--- src/rtl/apb_slave_pkg.sv ---
// apb_slave_pkg: shared state encoding, register offsets and wait-counter width for the APB register slave.
package apb_slave_pkg;
    typedef enum logic [1:0] {IDLE, SETUP, ACCESS} state_e;
    localparam logic [5:0] REG_WAIT_CFG = 6'h10;
    localparam logic [5:0] REG_XFER_CNT = 6'h11;
    localparam int WAIT_W = 4;
endpackage

--- src/rtl/apb_slave_wait_ctr.sv ---
// apb_slave_wait_ctr: loadable down-counter that saturates at zero and flags when the wait budget is spent.
module apb_slave_wait_ctr
    import apb_slave_pkg::*;
(
    input  logic              clk,
    input  logic              rst_n,
    input  logic              load,
    input  logic [WAIT_W-1:0] load_val,
    input  logic              dec,
    output logic              zero
);
    logic [WAIT_W-1:0] cnt;

    assign zero = cnt == '0;

    always_ff @(posedge clk or negedge rst_n) begin
        if (!rst_n)
            cnt <= '0;
        else if (load)
            cnt <= load_val;
        else if (dec && !zero)
            cnt <= cnt - 1'b1;
    end
endmodule

--- src/rtl/apb_reg_slave.sv ---
// apb_reg_slave: APB slave with a bank of RW registers, a runtime wait-state register
// and a read-only count of completed transfers.
module apb_reg_slave
    import apb_slave_pkg::*;
#(
    parameter int NUM_REGS     = 16,
    parameter int WAIT_DEFAULT = 0,
    parameter int DATA_W       = 32
) (
    input  logic              PCLK,
    input  logic              PRESETn,
    input  logic              PSEL,
    input  logic              PENABLE,
    input  logic [31:0]       PADDR,
    input  logic              PWRITE,
    input  logic [DATA_W-1:0] PWDATA,
    output logic [DATA_W-1:0] PRDATA,
    output logic              PREADY
);
    state_e            state, phase;
    logic [5:0]        addr;
    logic              wr;
    logic [DATA_W-1:0] wdata, xfer_cnt, rd_val;
    logic [DATA_W-1:0] regs [NUM_REGS];
    logic [WAIT_W-1:0] wait_cfg;
    logic              capture, access, ready, zero, unused;

    // Any select outside ACCESS is a setup phase, which also absorbs PSEL&PENABLE seen in IDLE
    // and the back-to-back setup following a completed transfer.
    assign phase   = (state == ACCESS) ? ACCESS : (PSEL ? SETUP : IDLE);
    assign capture = phase == SETUP;
    assign access  = state == ACCESS && PSEL && PENABLE;
    assign ready   = access && zero;
    assign PREADY  = ready;
    assign PRDATA  = (ready && !wr) ? rd_val : '0;
    assign unused  = ^{PADDR[31:8], PADDR[1:0]};

    apb_slave_wait_ctr u_wait (
        .clk     (PCLK),
        .rst_n   (PRESETn),
        .load    (capture),
        .load_val(wait_cfg),
        .dec     (access),
        .zero    (zero)
    );

    always_comb begin
        rd_val = '0;
        for (int i = 0; i < NUM_REGS; i++)
            if (addr == 6'(i)) rd_val = regs[i];
        if (addr == REG_WAIT_CFG) rd_val = {{(DATA_W-WAIT_W){1'b0}}, wait_cfg};
        if (addr == REG_XFER_CNT) rd_val = xfer_cnt;
    end

    always_ff @(posedge PCLK or negedge PRESETn) begin
        if (!PRESETn) begin
            state    <= IDLE;
            addr     <= '0;
            wr       <= 1'b0;
            wdata    <= '0;
            wait_cfg <= WAIT_W'(WAIT_DEFAULT);
            xfer_cnt <= '0;
            for (int i = 0; i < NUM_REGS; i++) regs[i] <= '0;
        end else begin
            if (capture) begin
                state <= ACCESS;
                addr  <= PADDR[7:2];
                wr    <= PWRITE;
                wdata <= PWDATA;
            end else if (state == ACCESS && (!PSEL || ready)) begin
                state <= IDLE;
            end
            if (ready) begin
                xfer_cnt <= xfer_cnt + 1'b1;
                if (wr && addr == REG_WAIT_CFG) wait_cfg <= wdata[WAIT_W-1:0];
                for (int i = 0; i < NUM_REGS; i++)
                    if (wr && addr == 6'(i)) regs[i] <= wdata;
            end
        end
    end
endmodule
--- config.mk ---
export PLATFORM = sky130hd
export DESIGN_NAME = apb_reg_slave
export DESIGN_NICKNAME = d
export VERILOG_FILES = /design/src/rtl/apb_slave_pkg.sv /design/src/rtl/apb_slave_wait_ctr.sv /design/src/rtl/apb_reg_slave.sv
export SDC_FILE = /design/constraint.sdc
export NUM_CORES = 1
export LEC_CHECK = 0
export CORE_ASPECT_RATIO = 1.25
export CORE_UTILIZATION = 40
export DETAILED_ROUTE_END_ITERATION = 12
export HOLD_SLACK_MARGIN = 0.03
export PLACE_DENSITY = 0.57
export SKIP_LAST_GASP = 1
export SLEW_MARGIN = 20
export SYNTH_ARGS = -nofsm -noshare
export SYNTH_HDL_FRONTEND = slang
export SYNTH_HIERARCHICAL = 1
export SYNTH_SLANG_ARGS = --single-unit
--- constraint.sdc ---
create_clock -name PCLK -period 4.45 [get_ports PCLK]
set_input_delay 0.89 -clock PCLK [delete_from_list [all_inputs] [get_ports PCLK]]
set_output_delay 0.89 -clock PCLK [all_outputs]
set_load 0.1 [all_outputs]
Yosys cells after proc, flatten, opt, wreduce, memory -nomap -nowiden
Cells that the tools add are included.
W data, S select, Z words.
{"block": "totals", "register_bits": 593, "latch_bits": 0, "mem_bits_rw": 0, "mem_bits_ro": 0, "inputBits": 69, "elab_cells": 117, "memories": 0}
{"block": "classes", "addsub": 2, "mul": 0, "div": 0, "n_lt_le_gt_ge": 0, "eq_ne": 19, "n_shift": 0, "n_mux": 25, "bitwise": 0, "n_reduce_logical": 48}
{"op": "$mux W32", "count": 19}
{"op": "$eq A6 B4 Y1 const B", "count": 8}
{"op": "$reduce_and A2 Y1", "count": 17}
{"op": "$add A32 B1 Y32 const B", "count": 1}
{"op": "$eq A6 B3 Y1 const B", "count": 4}
{"op": "$logic_and A1 B1 Y1", "count": 23}
{"op": "$eq A6 B2 Y1 const B", "count": 2}
{"op": "$eq A6 B5 Y1 const B", "count": 2}
{"op": "$mux W4", "count": 2}
{"op": "$eq A6 B1 Y1 const B", "count": 1}
{"op": "$logic_not A6 Y1", "count": 1}
{"op": "$mux W2", "count": 3}
{"op": "$logic_not A4 Y1", "count": 1}
{"op": "$reduce_bool A2 Y1", "count": 2}
{"op": "$sub A4 B1 Y4 const B", "count": 1}
{"op": "$logic_not A1 Y1", "count": 3}
{"op": "$eq A2 B1 Y1 const B", "count": 1}
{"op": "$eq A2 B2 Y1 const B", "count": 1}
{"op": "$logic_or A1 B1 Y1", "count": 1}
{"op": "$mux W1", "count": 1}

Depth between registers and ports, before layout
Gate-level depths: netlist of the first run.
{"block": "logic_depth", "word_depth": 20, "ltp_mapped": 12, "depth_no_buf": 11}

Modules after synthesis
The synthesis of the first run kept the hierarchy.
{"mod": "apb_reg_slave", "instances": 1, "cells_each": 2025, "area_each_um2": 26509.2, "seq_area_each_um2": 14714.1}
{"mod": "apb_slave_wait_ctr", "instances": 1, "cells_each": 27, "area_each_um2": 252.7, "seq_area_each_um2": 100.1}

Least setup slack after synthesis of the first run
OpenSTA, ideal clock, no wires.
{"block": "synth_timing", "kind": "register to output", "startpoint": "reg u_wait.cnt[0]", "endpoint": "out PRDATA[20]", "arrival_ps": 4689, "setup_slack_ps": -1129, "stages_incl_launch_ff": 12, "path_buffers": 1, "path_cell_list": "dfrtp_1 > inv_1 > ha_1 > or3b_4 > inv_1 > nand4_2 > inv_2 > nand2b_1 > clkbuf_1 > nor2_1 > o221ai_1 > o31ai_1"}
{"block": "synth_via", "elab_chain_len": 4}
{"element": "from (decl)", "line_no": "apb_slave_wait_ctr.sv:12", "text": "logic [WAIT_W-1:0] cnt;"}
{"element": "from (signal assigned)", "line_no": "apb_slave_wait_ctr.sv:20", "text": "cnt <= load_val;"}
{"element": "from (signal assigned)", "line_no": "apb_slave_wait_ctr.sv:22", "text": "cnt <= cnt - 1'b1;"}
{"element": "$logic_not A4 Y1", "line_no": "apb_slave_wait_ctr.sv:14", "text": "assign zero = cnt == '0;"}
{"element": "via zero", "line_no": "apb_reg_slave.sv:26", "text": "logic capture, access, ready, zero, unused;"}
{"element": "$logic_and A1 B1 Y1", "line_no": "apb_reg_slave.sv:33", "text": "assign ready = access && zero;"}
{"element": "via PREADY", "line_no": "apb_reg_slave.sv:18", "text": "output logic PREADY"}
{"element": "$logic_and A1 B1 Y1", "line_no": "apb_reg_slave.sv:35", "text": "assign PRDATA = (ready && !wr) ? rd_val : '0;"}
{"element": "$mux W32", "line_no": "apb_reg_slave.sv:35"}
{"element": "to (decl)", "line_no": "apb_reg_slave.sv:17", "text": "output logic [DATA_W-1:0] PRDATA,"}
The timed path passes the listed nets, and every way through them passes these cells.

Worst setup path after layout of the first run
{"block": "layout_timing", "startpoint": "reg addr[1]", "endpoint": "out PRDATA[14]"}
{"block": "layout_via", "elab_chain_len": 20, "word_cells_on_any_way": 37, "classes_between": "17 x eq/ne; 19 x mux; 1 x reduce/logical"}
{"element": "from (decl)", "line_no": "apb_reg_slave.sv:21", "text": "logic [5:0] addr;"}
{"element": "from (signal assigned)", "line_no": "apb_reg_slave.sv:67", "text": "addr <= PADDR[7:2];"}
{"element": "$logic_not A6 Y1", "line_no": "apb_reg_slave.sv:50", "text": "if (addr == 6'(i)) rd_val = regs[i];"}
{"element": "$mux W32 (16 in a row)", "line_no": "apb_reg_slave.sv:50"}
{"element": "$mux W32", "line_no": "apb_reg_slave.sv:51", "text": "if (addr == REG_WAIT_CFG) rd_val = {{(DATA_W-WAIT_W){1'b0}}, wait_cfg};"}
{"element": "$mux W32 *", "line_no": "apb_reg_slave.sv:52", "text": "if (addr == REG_XFER_CNT) rd_val = xfer_cnt;"}
{"element": "$mux W32 *", "line_no": "apb_reg_slave.sv:35"}
Mark *: on every way between the ends. The rest lies on a longest branch, timed or not.

==> results of run 1 <==
## Yosys cell counts, types with 14 or more instances
cell type | number | share of area (%)
and3_1 | 24 | 0.56
a21oi_1 | 48 | 0.90
o21ai_0 | 32 | 0.60
nor2_1 | 52 | 0.73
clkbuf_1 | 72 | 1.0
buf_4 | 16 | 0.45
a22oi_1 | 77 | 2.2
dfrtp_1 | 592 | 55
o22ai_1 | 37 | 0.86
nand3_1 | 33 | 0.62
mux2_2 | 406 | 17
buf_2 | 62 | 1.2
o221ai_1 | 16 | 0.52
nand2_1 | 84 | 1.2
mux2_1 | 150 | 6.3
mux2i_1 | 15 | 0.56
a221oi_1 | 39 | 1.3
nor3_1 | 14 | 0.26
nand4_1 | 18 | 0.42
xnor2_1 | 27 | 0.88
buf_1 | 17 | 0.24
## through the flow
stage	instances	instance area (um2)	setup WS, ns
after floorplan	2052	26880	-0.6495
after global placement	2936	29420	-0.1135
after detailed placement	2936	29420	0.04407
after CTS	3050	31690	0.007975
after global routing	3069	32020	-0.08969
final	3069	32020	0.01597
## sequential cells by signal (all words and copies together), names as in the netlist
register    flops
wr              1
state           1
xfer_cnt       32
u_wait/cnt      4
addr            6
regs          512
wait_cfg        4
wdata          32
## kinds of logic after synthesis
| logic type | after synthesis | share of synthesized area [%] |
|---|---|---|
| xor gates and xnor gates | 32 | 1.047 |
| DFF | 592 | 55.36 |
| AOI/OAI and AO/OA | 369 | 10.05 |
| buffers and inverters | 177 | 3.030 |
| muxes | 572 | 24.04 |
| adders and majority gates | 2 | 0.09349 |
| and+or+nand+nor | 308 | 6.382 |
## what timing repair did
item / 4_1_cts / 5_1_grt
pin swaps: 6 / 6
gates cloned: 0 / 2
setup endpoints to repair: 26 / 24
buffers inserted: 9 / 17
resized for setup: 35 / 30
## path summary, 6_finish.rpt
kind	from	endpoint	slack, ns
max in group asynchronous	PRESETn	wdata[13]$_DFFE_PN0P_	3.09
worst max register to register	u_wait/cnt[0]$_DFFE_PN0P_	regs[510]$_DFFE_PN0P_	0.94
worst max-delay path	addr[1]$_DFFE_PN0P_	PRDATA[14]	0.02
worst min register to register	xfer_cnt[31]$_DFFE_PN0P_	xfer_cnt[31]$_DFFE_PN0P_	0.49
worst min-delay path	PRESETn	regs[382]$_DFFE_PN0P_	0.31
min in group PCLK	xfer_cnt[31]$_DFFE_PN0P_	xfer_cnt[31]$_DFFE_PN0P_	0.49
## routing by layer
metal / vias up / track usage [%] / wire [um]
met1: 9576 / 31.33 / 34510
li1: 7902 / - / -
met5: - / 0 / 0
met2: 511 / 39.42 / 39200
met3: 147 / 4.487 / 4249
met4: 0 / 7.955 / 2814
## worst max-delay path, delay by kind of cell, from the launching register on
family / cells / cell delay (ns)
compound gates: 4 / 0.95
buf+inv: 3 / 0.67
flops: 1 / 0.48
simple gates: 2 / 0.80
## power by group
part           switching [W]  internal (W)  total, W  leakage, nW
combinational       0.000646      0.000483   0.00113         6.20
clock                0.00214       0.00319   0.00532         1.02
sequential          0.000445       0.00563   0.00608         8.15
## final cells by class
type                    count  area (um2)  share of cell area [%]
repair buffers            225        2502                   7.815
clock buffers              84        1720                   5.373
well taps                 856        1071                   3.345
inverters                   8       32.53                  0.1016
clock inverters            21       336.6                   1.051
multi-input cells        1283       11530                   36.02
flip-flops and latches    592       14820                   46.30
==> impl_metrics.yaml, run 1 <==
critical_path:
  cp_cell_sequence: "buf_12, or4_4, nor2_2, buf_6, a221oi_1, a211oi_1, o21ai_1, a31oi_2, buf_12"
  cpMostUsedCell: "buf_12"
  worstSetupPathType: "flip-flop to output port"
  r2r_cells: 10
  path_max_fanout: 20
  crit_arrival_ns: 3.54
  startpoint_type: "flip-flop"
  cp_data_required_time_ns: 3.56
  cp_slowest_cell: "or4_4"
  slowest_delay_ns: 0.63
  end_kind: "output port"
place:
  routabilityCongestion: 0.8443
  hpwl_mm: 53.91
  portBuffers: 75
timing:
  drv_slew: 0
  fmax_mhz: 225.5
  worst_pin_slew_ns: 0.7942
  setup_tns_ns: 0
  rsz0062_at_grt: "true"
  hold_violations: 0
  setup_viol: 0
  fin_worst_skew_ns: 0.01819
  maxSlewHeadroom_pct: 47.05
  hold_ws_ns: 0.3063
  fin_crit_ns: 4.434
  finalCritPeriodShare_pct: 99.64
grt:
  track_usage_pct: 23.88
  antenna_found_initial: 1
  grt_pass1_vias: 18907
  grt_max_degree: 98
  overflow: 0
  grt_pass1_wl_mm: 121.6
clock_network:
  htreeDepth: 2
  clk_pin_slew_ns: 0.06
  hold_buffers: 0
  insertion_delay_ns: 0.63
  clock_sinks: 592
  cts_tree: "built"
  cts_buffers: 57
  clk_path_buf_depth: 3
  cts-root-buf: "clkbuf_16"
power:
  ir_drop_mv: 0.3200
  powerDensity_mw_per_mm2: 391.3
  p_leak_nw: 15.36
  p_total_w: 0.01253
detailed_routing:
  antenna_left: 0
  routed_wl_mm: 80.77
  wire_per_inst_um: 26.32
  drc: 14
  vias: 18136
  first_pass_iters: 11
  drt-vias-per-instance: 5.909
  first_iter_violations: 1451
synth:
  syn_nets: 2123
  async_flop_share_pct: 100.0
  synthFlopType: "dfrtp_1"
  yosys_warnings: 6
  syn_inst: 2052
  synth.ff_latch_count: 592
  synth_area_per_cell_um2: 13.04
  synth-edff-count: 0
  synth_cell_types: 82
  synthesis.area_mm2: 0.02676
  yosysSeqAreaShare_pct: 55.36
outcome:
  outcome: "complete, but fails checks"
  violations: "design-rule violations"
layout:
  drive_gt1_share_pct: 35.88
  final_cell_mix: "586 x dfrtp_1, 406 x mux2_2, 150 x mux2_1"
  antenna_cells: 0
  final_common_cell: "dfrtp_1"
  fin_util_pct: 48.55
  num-nets-final: 2238
  fillers: 5712
  area_growth_pct: 19.65
die:
  floorplan.rows: 105
  die_area_mm2: 0.06795
  io_pins: 102
  die_h_um: 291.2
  floorplan.initialDensity_pct: 40.58
  die_width_um: 233.4
  fp.coreArea_mm2: 0.06595
run:
  drv_cap: 0
hold_path:
  min_path_type: "input port to async pin"
(Power assumes the default switching activity.)
==> run 2: changes to the inputs <==
--- a/config.mk
+++ b/config.mk
@@ -6,10 +6,10 @@
 export NUM_CORES = 1
 export LEC_CHECK = 0
 export CORE_ASPECT_RATIO = 1.25
-export CORE_UTILIZATION = 40
+export CORE_UTILIZATION = 25
 export DETAILED_ROUTE_END_ITERATION = 12
 export HOLD_SLACK_MARGIN = 0.03
-export PLACE_DENSITY = 0.57
+export PLACE_DENSITY = 0.4
 export SKIP_LAST_GASP = 1
 export SLEW_MARGIN = 20
 export SYNTH_ARGS = -nofsm -noshare
==> run 2 against run 1 <==
The flow now finishes without violations. Clock power grew 7.9%. Core utilization is 17 points lower. Via count increased by 0.31%. Design area up 3.7%. Worst setup slack improved by 0.047 ns. Fmax up 1.1%. Clock skew shrank 0.0030 ns. Largest cell class unchanged. Sequential share of layout area shrank 1.6 points. Register-to-register slack got worse by 0.11 ns. First-iteration DRC count down 22%. Largest power group unchanged. Critical endpoint is now PRDATA[26].
==> impl_metrics.yaml, run 2 (synthesis results as in run 1) <==
clock_network:
  clk_path_buf_depth: 3
  insertion_delay_ns: 0.61
  cts-root-buf: "clkbuf_16"
  clock_sinks: 592
  cts_tree: "built"
  htreeDepth: 3
  cts_buffers: 67
  clk_pin_slew_ns: 0.06
layout:
  num-nets-final: 2266
  final_common_cell: "dfrtp_1"
  largest-register: "regs"
  final_cell_mix: "586 x dfrtp_1, 406 x mux2_2, 150 x mux2_1"
  final_area_mm2: 0.03320
  top_regs: "regs (512), wdata (32), xfer_cnt (32)"
  fin_util_pct: 31.42
  drive_gt1_share_pct: 36.34
  area_growth_pct: 24.06
  largest_reg_flops: 512
  antenna_cells: 0
timing:
  fin_worst_skew_ns: 0.01520
  maxSlewHeadroom_pct: 35.64
  setup_tns_ns: 0
  finalCritPeriodShare_pct: 98.59
  drv_slew: 0
  worst_pin_slew_ns: 0.9654
  rsz0062_at_grt: "true"
  hold_violations: 0
  setup_viol: 0
  fin_crit_ns: 4.387
  setup_ws_ns: 0.06288
  fmax_mhz: 227.9
detailed_routing:
  routed_wl_mm: 93.16
  antenna_left: 0
  drt-vias-per-instance: 4.971
  first_iter_violations: 1125
  wire_per_inst_um: 25.45
  vias: 18193
  first_pass_iters: 5
  drc: 0
power:
  p_leak_nw: 15.62
  ir_drop_mv: 0.2819
  p_total_w: 0.01302
  powerDensity_mw_per_mm2: 392.1
critical_path:
  r2r_setup_slack_ns: 0.83
  rr_endpoint: "regs[281]$_DFFE_PN0P_"
  r2r_cells: 11
  worstSetupPathType: "flip-flop to output port"
  crit_path_start: "addr[5]$_DFFE_PN0P_"
  path_max_fanout: 8
  startpoint_type: "flip-flop"
  end_kind: "output port"
  crit_arrival_ns: 3.50
  cp-endpoint: "PRDATA[26]"
  cp_data_required_time_ns: 3.56
  rr_startpoint: "u_wait/cnt[0]$_DFFE_PN0P_"
grt:
  antenna_found_initial: 3
  track_usage_pct: 17.36
  overflow: 0
  grt_pass1_vias: 19650
  grt_pass1_wl_mm: 138.2
  grt_max_degree: 114
place:
  hpwl_mm: 62.59
  routabilityCongestion: 0.7887
  dpl-instance-area_mm2: 0.03037
  pre_cts_ws_ns: 0.1847
  portBuffers: 75
die:
  floorplan.rows: 133
  io_pins: 102
  fp.coreArea_mm2: 0.1057
  die_area_mm2: 0.1084
  floorplan.initialDensity_pct: 25.33
  die_h_um: 367.8
  die_width_um: 294.6
run:
  drv_cap: 0
outcome:
  outcome: "finished clean"
hold_path:
  min_path_type: "input port to async pin"
## run 2: cell count changes in the layout (fill, tap and decap cells not counted), moves of 5 or more
cell       previous run  this run
bufinv_16             9         3
buf_4               122       133
clkbuf_16            61        73
clkbuf_1             10        16
clkinv_2             10         5
buf_12               51        62
## run 2: what timing repair did
action | CTS | global route
pin swaps | 10 | 8
hold buffers | 0 | 0
setup endpoints to repair | 32 | 22
gates cloned | 2 | 0
setup buffers | 17 | 7
resized for setup | 41 | 23
## run 2: per-stage QoR
| stage | instances | hold slack (ns) |
|---|---|---|
| 3_5_place_dp | 3518 | 0.4754 |
| 5_1_grt | 3660 | 0.2894 |
| 6_report | 3660 | 0.2663 |
| 4_1_cts | 3654 | 0.2805 |
| 2_1_floorplan | 2052 | 0.4454 |
| 3_3_place_gp | 3518 | 0.4667 |
## run 2: report_power, final
part / switching [W] / total [W] / leakage, nW / internal [W]
registers: 0.000467 / 0.00610 / 8.15 / 0.00564
logic: 0.000669 / 0.00117 / 6.35 / 0.000504
clock network: 0.00227 / 0.00574 / 1.12 / 0.00347
total: 0.00341 / 0.0130 / 15.6 / 0.00961
## run 2: final cells by class
class / instances / area, um2
Clock buffer: 108 / 2148
Tap cell: 1417 / 1773
Clock inverter: 9 / 126.4
Sequential cell: 592 / 14830
Multi-Input combinational cell: 1283 / 11550
Inverter: 8 / 30.03
Fill cell: 10570 / 72470
Timing Repair Buffer: 243 / 2748
## run 2: worst min path at each step
stage	end	slack, ns	depth (start not counted)
after CTS	regs[410]$_DFFE_PN0P_	0.28	1
after floorplan	xfer_cnt[31]$_DFFE_PN0P_	0.45	1
after detailed placement	xfer_cnt[31]$_DFFE_PN0P_	0.48	1
after global routing	regs[382]$_DFFE_PN0P_	0.29	1
after global placement	regs[510]$_DFFE_PN0P_	0.47	1
final	regs[382]$_DFFE_PN0P_	0.27	1
## run 2: worst max-delay path, cell delays in order (launching register included)
cell and delay, ns:
dfrtp_4 0.55, or4b_4 0.65, nor2_4 0.22, buf_12 0.14, buf_12 0.13, buf_12 0.11, a222oi_1 0.07, a21oi_1 0.30
o21ai_1 0.23, a41oi_4 0.26, buf_12 0.21
## run 2: routing by layer
| metal | global-route usage, % | routed length [um] | vias up |
|---|---|---|---|
| li1 | - | - | 7958 |
| met1 | 22.51 | 41320 | 9780 |
| met2 | 29.83 | 46570 | 331 |
| met3 | 1.889 | 2713 | 124 |
| met4 | 5.899 | 2568 | 0 |
| met5 | 0 | 0 | - |
==> run 3: changes to the inputs <==
--- a/config.mk
+++ b/config.mk
@@ -6,10 +6,11 @@
 export NUM_CORES = 1
 export LEC_CHECK = 0
 export CORE_ASPECT_RATIO = 1.25
-export CORE_UTILIZATION = 25
+export CORE_UTILIZATION = 40
+export CTS_CLUSTER_DIAMETER = 80
 export DETAILED_ROUTE_END_ITERATION = 12
 export HOLD_SLACK_MARGIN = 0.03
-export PLACE_DENSITY = 0.4
+export PLACE_DENSITY = 0.57
 export SKIP_LAST_GASP = 1
 export SLEW_MARGIN = 20
 export SYNTH_ARGS = -nofsm -noshare
==> results of run 3 <==
No change in the layout: final DEF, timing and power equal those of run 1.
